===== src/rtl/if_id_queue_pkg.sv =====
// -----------------------------------------------------------------------------
// if_id_queue_pkg
// Shared definitions for the fetch -> decode instruction queue. The fetch
// and decode stages use the same entry layout {ex, pc, inst}, with inst in
// the least significant bits.
// -----------------------------------------------------------------------------
package if_id_queue_pkg;

    // Number of exception sources carried with each fetched instruction.
    localparam int NUM_EX  = 5;
    localparam int EXBITS  = NUM_EX;
    localparam int INST_DW = 32;

    // Queue entry as seen by the fetch and decode stages (default widths).
    typedef struct packed {
        logic [EXBITS-1:0]  ex;
        logic [INST_DW-1:0] pc;
        logic [INST_DW-1:0] inst;
    } iq_entry_t;

    // Bit offset of the PC field inside a packed {ex, pc, inst} word.
    function automatic int unsigned iq_pc_lsb(input int unsigned dw);
        return dw;
    endfunction

    // Bit offset of the exception field inside a packed {ex, pc, inst} word.
    function automatic int unsigned iq_ex_lsb(input int unsigned dw);
        return 2 * dw;
    endfunction

endpackage : if_id_queue_pkg


===== src/rtl/if_id_queue.sv =====
// -----------------------------------------------------------------------------
// if_id_queue
// DEPTH-entry first-word-fall-through queue between fetch and decode.
// Each entry holds {ex, pc, inst}. The branch-delay-slot flag is produced
// at dequeue time: when decode accepts a branch, the next instruction to
// be dequeued is tagged, even if it arrives later.
//
// Ports
//   clk, resetn              clock, asynchronous active-low reset
//   flush                    synchronous clear of entries and delay-slot state
//   in_valid/in_ready        fetch handshake; in_ready = (count < DEPTH)
//   in_ex/in_pc/in_inst      fetch payload
//   out_valid/out_ready      decode handshake; out_valid = (count != 0)
//   id_branch                head being popped is a branch/jump
//   out_bd                   head sits in a branch delay slot
//   out_ex/out_pc/out_inst   head payload, zero when the queue is empty
//   count                    current occupancy
// -----------------------------------------------------------------------------
module if_id_queue
    import if_id_queue_pkg::*;
#(
    parameter int DEPTH = 4,
    parameter int EX_W  = EXBITS,
    parameter int DW    = INST_DW
) (
    input  logic                     clk,
    input  logic                     resetn,
    input  logic                     flush,
    input  logic                     in_valid,
    output logic                     in_ready,
    input  logic [EX_W-1:0]          in_ex,
    input  logic [DW-1:0]            in_pc,
    input  logic [DW-1:0]            in_inst,
    output logic                     out_valid,
    input  logic                     out_ready,
    input  logic                     id_branch,
    output logic                     out_bd,
    output logic [EX_W-1:0]          out_ex,
    output logic [DW-1:0]           out_pc,
    output logic [DW-1:0]            out_inst,
    output logic [$clog2(DEPTH):0]   count
);

    localparam int PW     = $clog2(DEPTH);
    localparam int CW     = PW + 1;
    localparam int EW     = EX_W + 2 * DW;
    localparam int PC_LSB = int'(iq_pc_lsb(DW));
    localparam int EX_LSB = int'(iq_ex_lsb(DW));

    localparam logic [CW-1:0] DEPTH_C = CW'(DEPTH);
    localparam logic [CW-1:0] CNT_ONE = CW'(1'b1);
    localparam logic [PW-1:0] PTR_ONE = PW'(1'b1);

    logic [EW-1:0] mem_q [DEPTH];

    logic [PW-1:0] wr_ptr_q, wr_ptr_d;
    logic [PW-1:0] rd_ptr_q, rd_ptr_d;
    logic [CW-1:0] count_q,  count_d;
    logic          bd_pend_q, bd_pend_d;

    logic          in_ready_s;
    logic          out_valid_s;
    logic          push_s;
    logic          pop_s;
    logic [EW-1:0] head_s;

    // in_ready looks only at occupancy, so a full queue refuses a push even
    // when decode pops in the same cycle (no out_ready -> in_ready path).
    assign in_ready_s  = (count_q < DEPTH_C);
    assign out_valid_s = (count_q != {CW{1'b0}});
    assign push_s      = in_valid & in_ready_s & ~flush;
    assign pop_s       = out_valid_s & out_ready & ~flush;
    assign head_s      = mem_q[rd_ptr_q];

    // Entry storage: written on push only; contents need no reset because
    // the outputs are masked by out_valid.
    always_ff @(posedge clk) begin
        if (push_s) begin
            mem_q[wr_ptr_q] <= {in_ex, in_pc, in_inst};
        end
    end

    // Next-state for pointers, occupancy and the pending delay-slot tag.
    always_comb begin
        wr_ptr_d  = wr_ptr_q;
        rd_ptr_d  = rd_ptr_q;
        count_d   = count_q;
        bd_pend_d = bd_pend_q;
        if (flush) begin
            wr_ptr_d  = {PW{1'b0}};
            rd_ptr_d  = {PW{1'b0}};
            count_d   = {CW{1'b0}};
            bd_pend_d = 1'b0;
        end else begin
            if (push_s) begin
                wr_ptr_d = wr_ptr_q + PTR_ONE;
            end else begin
                wr_ptr_d = wr_ptr_q;
            end
            if (pop_s) begin
                rd_ptr_d  = rd_ptr_q + PTR_ONE;
                bd_pend_d = id_branch;
            end else begin
                rd_ptr_d  = rd_ptr_q;
                bd_pend_d = bd_pend_q;
            end
            case ({push_s, pop_s})
                2'b10:   count_d = count_q + CNT_ONE;
                2'b01:   count_d = count_q - CNT_ONE;
                default: count_d = count_q;
            endcase
        end
    end

    // State registers; reset discards all contents immediately.
    always_ff @(posedge clk or negedge resetn) begin
        if (!resetn) begin
            wr_ptr_q  <= {PW{1'b0}};
            rd_ptr_q  <= {PW{1'b0}};
            count_q   <= {CW{1'b0}};
            bd_pend_q <= 1'b0;
        end else begin
            wr_ptr_q  <= wr_ptr_d;
            rd_ptr_q  <= rd_ptr_d;
            count_q   <= count_d;
            bd_pend_q <= bd_pend_d;
        end
    end

    // Head payload falls through from storage; forced to zero when empty.
    always_comb begin
        out_ex   = {EX_W{1'b0}};
        out_pc   = {DW{1'b0}};
        out_inst = {DW{1'b0}};
        if (out_valid_s) begin
            out_ex   = head_s[EX_LSB +: EX_W];
            out_pc   = head_s[PC_LSB +: DW];
            out_inst = head_s[0 +: DW];
        end else begin
            out_ex   = {EX_W{1'b0}};
            out_pc   = {DW{1'b0}};
            out_inst = {DW{1'b0}};
        end
    end

    assign in_ready  = in_ready_s;
    assign out_valid = out_valid_s;
    assign out_bd    = bd_pend_q & out_valid_s;
    assign count     = count_q;

endmodule : if_id_queue


===== config.mk =====
export PLATFORM = sky130hd
export DESIGN_NAME = if_id_queue
export DESIGN_NICKNAME = d
export VERILOG_FILES = /design/src/rtl/if_id_queue_pkg.sv /design/src/rtl/if_id_queue.sv
export SDC_FILE = /design/constraint.sdc
export NUM_CORES = 1
export LEC_CHECK = 0
export ABC_AREA = 1
export CORE_ASPECT_RATIO = 0.7
export CORE_MARGIN = 5
export CORE_UTILIZATION = 40
export CTS_CLUSTER_SIZE = 30
export DETAILED_ROUTE_END_ITERATION = 8
export HOLD_SLACK_MARGIN = 0.06
export SLEW_MARGIN = 0
export SYNTH_ARGS = -nofsm -noshare
export SYNTH_HDL_FRONTEND = slang
export SYNTH_SLANG_ARGS = --single-unit

===== constraint.sdc =====
create_clock -name clk -period 5.6 [get_ports clk]
set_input_delay 0.84 -clock clk [delete_from_list [all_inputs] [get_ports clk]]
set_output_delay 0.84 -clock clk [all_outputs]
set_load 0.02 [all_outputs]

==> out/metrics.csv <==
stage;metric;value;unit
route;WL final;25000;um
final_layout;Layout Nets;1102;
floorplanning;DIE HEIGHT;150;um
route;antenna viol nets, final;0;
final_layout;post-route insts no fill;1412;
final_layout;Layout Utilization;50.0;%
synthesis;#FFs+latches synth;284;
power;PwrDens;472;nW/um2
synthesis;Synth cell types;25;
clock_tree;CTS H-tree depth;1;
sta;Setup TNS;0;ns
sta;Setup Viol. Count Final;0;
placement;dpl cells;1364;
clock_tree;hold_buf cts;0;
power;leakage;4.66;nW
job;Max-Cap Viols;0;
outcome;outcome;finished clean;
final_layout;Synth-to-Final Area Change;23.4;%
sta;Final Hold Viols;0;
clock_tree;Root Buffer;clkbuf_16;
synthesis;Synth top area share;73.6;%
setup_path;reg-to-reg slack, setup;3.35;ns
route;wire length per cell;17.7;um
global_route;initial antenna violation count;0;
synthesis;mean post-synth cell area;12.7;um2
sta;Worst Setup Slack, final;1.46;ns
placement;DPL Wire Length;14000;um
synthesis;Mapped Cells;884;
final_layout;antenna cells;0;
clock_tree;# clock sinks;284;
synthesis;synth top area cells;edfxtp_1, nor2_1, o21ai_0;
global_route;all-layer global routing usage;15.5;%
sta;Max Clock Freq;241;MHz
floorplanning;core area;27800;um2
global_route;GRT overflow;0;
floorplanning;FP Rows;51;
placement;Placed Instance Area;13000;um2
placement;DP Worst Slack;1.99;ns
floorplanning;die width;210;um
synthesis;post-synth top area cell;edfxtp_1;
sta;final worst path period share;74.0;%
final_layout;layout cells sized above 1;6.15;%
clock_tree;clock-pin transition on the worst setup and hold timing paths;0.06;ns
clock_tree;CTS Buf Count;27;
synthesis;Synth Warn #;0;
clock_tree;CTS tree;yes;
setup_path;kind of end point of the critical path;output pin;
synthesis;Seq/Total Area, Yosys;75.4;%
setup_path;R2R cell count;4;
floorplanning;initial core utilization;40.5;%
sta;actual slew at the worst max-slew pin;1.07;ns
floorplanning;num ports;150;
worst_hold_path;Hold Crit Class;register to register;
sta;Pins Over Slew Limit;0;
sta;RSZ-0062 raised after global routing;false;
synthesis;post-synthesis net count;964;
global_route;vias in the first global route;6766;
clock_tree;cts repair resizes;0;
route;DRC violations left;0;
worst_hold_path;hold depth;2;
clock_tree;Clock Path Buffers;3;
route;DR iter-0 viols;422;
global_route;first-pass GRT wire length;38900;um
placement;GP Congestion;0.737;
placement;I/O Buffers;149;
setup_path;Critical Path AT;3.30;ns
setup_path;CP Max Fanout;73;
clock_tree;worst skew pair latency;0.52;ns
route;vias post-DR;6923;
global_route;pin count of the biggest net entering global routing;74;
clock_tree;Post-CTS Setup Bufs;0;
power;Tot Pwr;6.55;mW
power;Max VDD drop;0.267;mV
route;drt via density;4.90;
sta;min Tclk post-route;4.14;ns
setup_path;Startpoint Class;register;
final_layout;post-route design area;13900;um2
setup_path;Critical Path RT;4.76;ns
synthesis;Post-Syn Area;11300;um2
sta;Slew HR;28.4;%
sta;final hold slack;0.544;ns
setup_path;WS Path Type;register to output pin;
route;number of detailed-route iterations in the first pass;4;
sta;Setup Skew;0.0123;ns
floorplanning;die area;31600;um2
## state kept, by name, indices dropped and copies added, names as in the netlist
register / cells
mem_q: 276
rd_ptr_q: 2
wr_ptr_q: 2
bd_pend_q: 1
count: 3
## layer usage
metal / vias to the layer above / track usage, % / wire (um)
li1: 3409 / - / -
met1: 3320 / 23.1 / 12100
met2: 162 / 24.7 / 11400
met3: 32 / 2.73 / 1130
met4: 0 / 2.66 / 407
met5: - / 0 / 0
## layout by cell type (no fill, tap or decap), types with 6 or more instances in the layout
master | Yosys | layout
a21oi_1 | 72 | 72
nand3_1 | 8 | 8
clkinv_2 | 0 | 6
edfxtp_1 | 276 | 276
nand2_1 | 13 | 13
dfrtp_1 | 8 | 6
o21ai_1 | 66 | 66
buf_4 | 2 | 11
clkdlybuf4s50_1 | 0 | 149
clkbuf_16 | 0 | 27
clkinv_1 | 0 | 7
nor2_1 | 282 | 278
o21ai_0 | 77 | 77
inv_1 | 13 | 13
## power breakdown
| group | switching [mW] | leakage, nW | internal (mW) |
|---|---|---|---|
| sequential | 0.0671 | 2.61 | 2.49 |
| clock | 0.737 | 0.428 | 1.06 |
| combinational | 1.34 | 1.63 | 0.853 |
| total | 2.14 | 4.66 | 4.41 |
## cells by family (layout without fill, tap and decap cells)
logic type | Yosys count | after routing | synth area share, %
DFF | 284 | 284 | 75.4
AOI/OAI and AO/OA | 218 | 218 | 9.77
adders and majority gates | 5 | 5 | 0.623
buffers and inverters | 71 | 228 | 3.75
and+or+nand+nor | 306 | 306 | 10.4
## cells in the mapped netlist, drive strengths merged
master  number
clkbuf      24
ha           4
o21ai      143
nand3        9
nor2       282
buf         29
o21a         1
nand4        1
o31ai        1
inv         18
fa           1
edfxtp     276
a21oi       73
nand2       14
dfrtp        8
## path summary, 6_finish.rpt
path,from,end
setup / recovery,rd_ptr_q[0],out_pc[29]
min in group asynchronous,resetn,count[1]
hold reg to reg,bd_pend_q,bd_pend_q
hold / removal,bd_pend_q,bd_pend_q
max in group asynchronous,resetn,rd_ptr_q[0]
setup reg to reg,count[2],mem_q[0][21]
## critical path, stage by stage (launching register included)
cell and delay, ns:
dfrtp_4 0.66, inv_4 0.58, buf_12 0.36, o21ai_0 0.14
a21oi_1 0.31, clkdlybuf4s50_1 0.67
## final cells by class
type | count | area, um2
fill | 2438 | 13900
sequential | 284 | 8490
multi-input combinational | 529 | 2370
timing repair buffer | 162 | 1610
clock buffer | 31 | 691
tap | 371 | 464
clock inverter | 17 | 176
inverter | 18 | 70.1
Note: power is estimated with default switching activity, not from simulation.
==> RTL change (same flow settings) <==
Change the package constant `INST_DW` from 32 to 64.
--- a/src/rtl/if_id_queue_pkg.sv
+++ b/src/rtl/if_id_queue_pkg.sv
@@ -11,3 +11,3 @@
     localparam int EXBITS  = NUM_EX;
-    localparam int INST_DW = 32;
+    localparam int INST_DW = 64;
 
Ports: changed (resized in_inst, in_pc, out_inst and out_pc); port bits go from 150 to 278. No check against the original RTL was run, so the function may have changed too.
==> RTL change against the original RTL <==
  * Power up 88%
  * Wire length grew 100%
  * Fmax down 7.8%
  * Clock power grew 84%
  * Combinational power grew 92%
  * Clock skew grew 6.8 ps
  * Area after synthesis grew 87%
  * Sequential cell count grew 256
  * Critical endpoint is now out_pc[14]
  * Final area rose by 88%
  * Worst setup slack got worse by 350 ps
  * Highest routed layer is now met5
==> RTL change: results (changes against the original RTL) <==
[drt]
met3RoutedLength_um=3560  ; was 1130 µm
vias=13200  ; was 6923
wirelength_met1_um=22900  ; was 12100 µm
wirelength_um=51100  ; was 25000 µm
wl_met2_um=23800  ; was 11400 µm
drt-pass1-iter-count=5  ; was 4
vias_per_cell=5.08  ; was 4.90
drt_iter0_drc=932  ; was 422

[power]
leakage_nw=8.62  ; was 4.66 nW
p_clk_share_pct=26.9  ; was 27.4%
p_seq_share_pct=38.9  ; was 39.1%
ir_worst_vdd_v=0.000271  ; was 0.000267 V
p_sw_share_pct=33.4  ; was 32.7%
p_clk_mw=3.32  ; was 1.80 mW

[synth]
ys_warn_count=0  ; unchanged
async_flop_share_pct=1.48  ; was 2.82%
ys_top_cells_by_area=edfxtp_1 (76%), nor2_1 (9.6%), o21ai_0 (5.6%)  ; was edfxtp_1 (74%), nor2_1 (9.4%), o21ai_0 (3.4%)
synth_cell_type_count=24  ; was 25
yosysSeqAreaShare_pct=76.8  ; was 75.4%
synth_edf_count=532  ; was 276
synthTopCellsByCount=nor2_1 (538), edfxtp_1 (532), o21ai_0 (236)  ; was nor2_1 (282), edfxtp_1 (276), o21ai_0 (77)
synth_nets=1781  ; was 964
postSynthCellCount=1637  ; was 884

[global_route]
grt_max_degree=151  ; was 74
use_met1_pct=24.0  ; was 23.1%
grtUsageMet2_pct=28.4  ; was 24.7%
met3_usage_pct=4.41  ; was 2.73%
grt_pass1_wl_um=79000  ; was 38900 µm
antenna_found_initial=5  ; was 0

[timing]
max_slew_margin_pct=31.1  ; was 28.4%
worst_hold_slack_ps=552  ; was 544 ps
finalWorstSetupSlack_ps=1110  ; was 1460 ps
fin_skew_ps=19.1  ; was 12.3 ps

[clock_tree]
worstSkewPairLatency_ps=570  ; was 520 ps
cts-buffers-inserted=51  ; was 27
h-tree-depth=2  ; was 1

[cells_and_area]
fillCellCount=4498  ; was 2438
drive_above_1_share_pct=5.00  ; was 6.15%
design.final.nets=2027  ; was 1102
largest_reg_flops=532  ; was 276

[placement]
detailed_place_hpwl_um=27700  ; was 14000 µm
place_inst=2514  ; was 1364
io_buffers=277  ; was 149
dpl_worst_slack_ps=1720  ; was 1990 ps
post_dp_cell_area_mm2=0.0245  ; was 0.0130 mm²
gp_congestion=0.741  ; was 0.737

[worst_setup_path]
rrSetupSlack_ps=3050  ; was 3350 ps
crit_arrival_ps=3650  ; was 3300 ps
r2r_end=mem_q[0][78]$_DFFE_PP_  ; was mem_q[0][21]$_DFFE_PP_
critPathMaxFanout=150  ; was 73
endpoint=out_pc[14]  ; was out_pc[29]

[run_status]
status=completed  ; unchanged

[min_path]
holdCritPathClass=input pin to asynchronous set/reset pin  ; was flop to flop

[RTL change: kinds of logic (layout without fill, tap and decap cells)]
logic type               count (synthesis)  count (layout)  synth area share (%)
adder cells (fa/ha/maj)                  5               5                 0.333
AO/OA/AOI/OAI                          410             410                  9.78
buffers and inverters                  120             402                  2.97
AND/OR/NAND/NOR                        562             562                  10.1
flip-flops                             540             540                  76.8
other                                    0               1                     0
[RTL change: worst max-delay path: stages, from the launching register on]
cell and delay, ps:
dfrtp_4 450, buf_12 480, buf_4 710, nor2_1 130, nor2_1 110, o21ai_0 100, a21oi_1 270, clkdlybuf4s50_1 670
[RTL change: final cells by class]
type                       count  area, µm²  area share [%]
sequential                   540      16200            62.1
multi-input combinational    977       4300            16.5
timing repair buffer         295       3070            11.8
clock buffer                  62       1360            5.22
tap                          684        856            3.28
clock inverter                27        219           0.840
inverter                      18       77.6           0.298
antenna                        1       2.50         0.00960
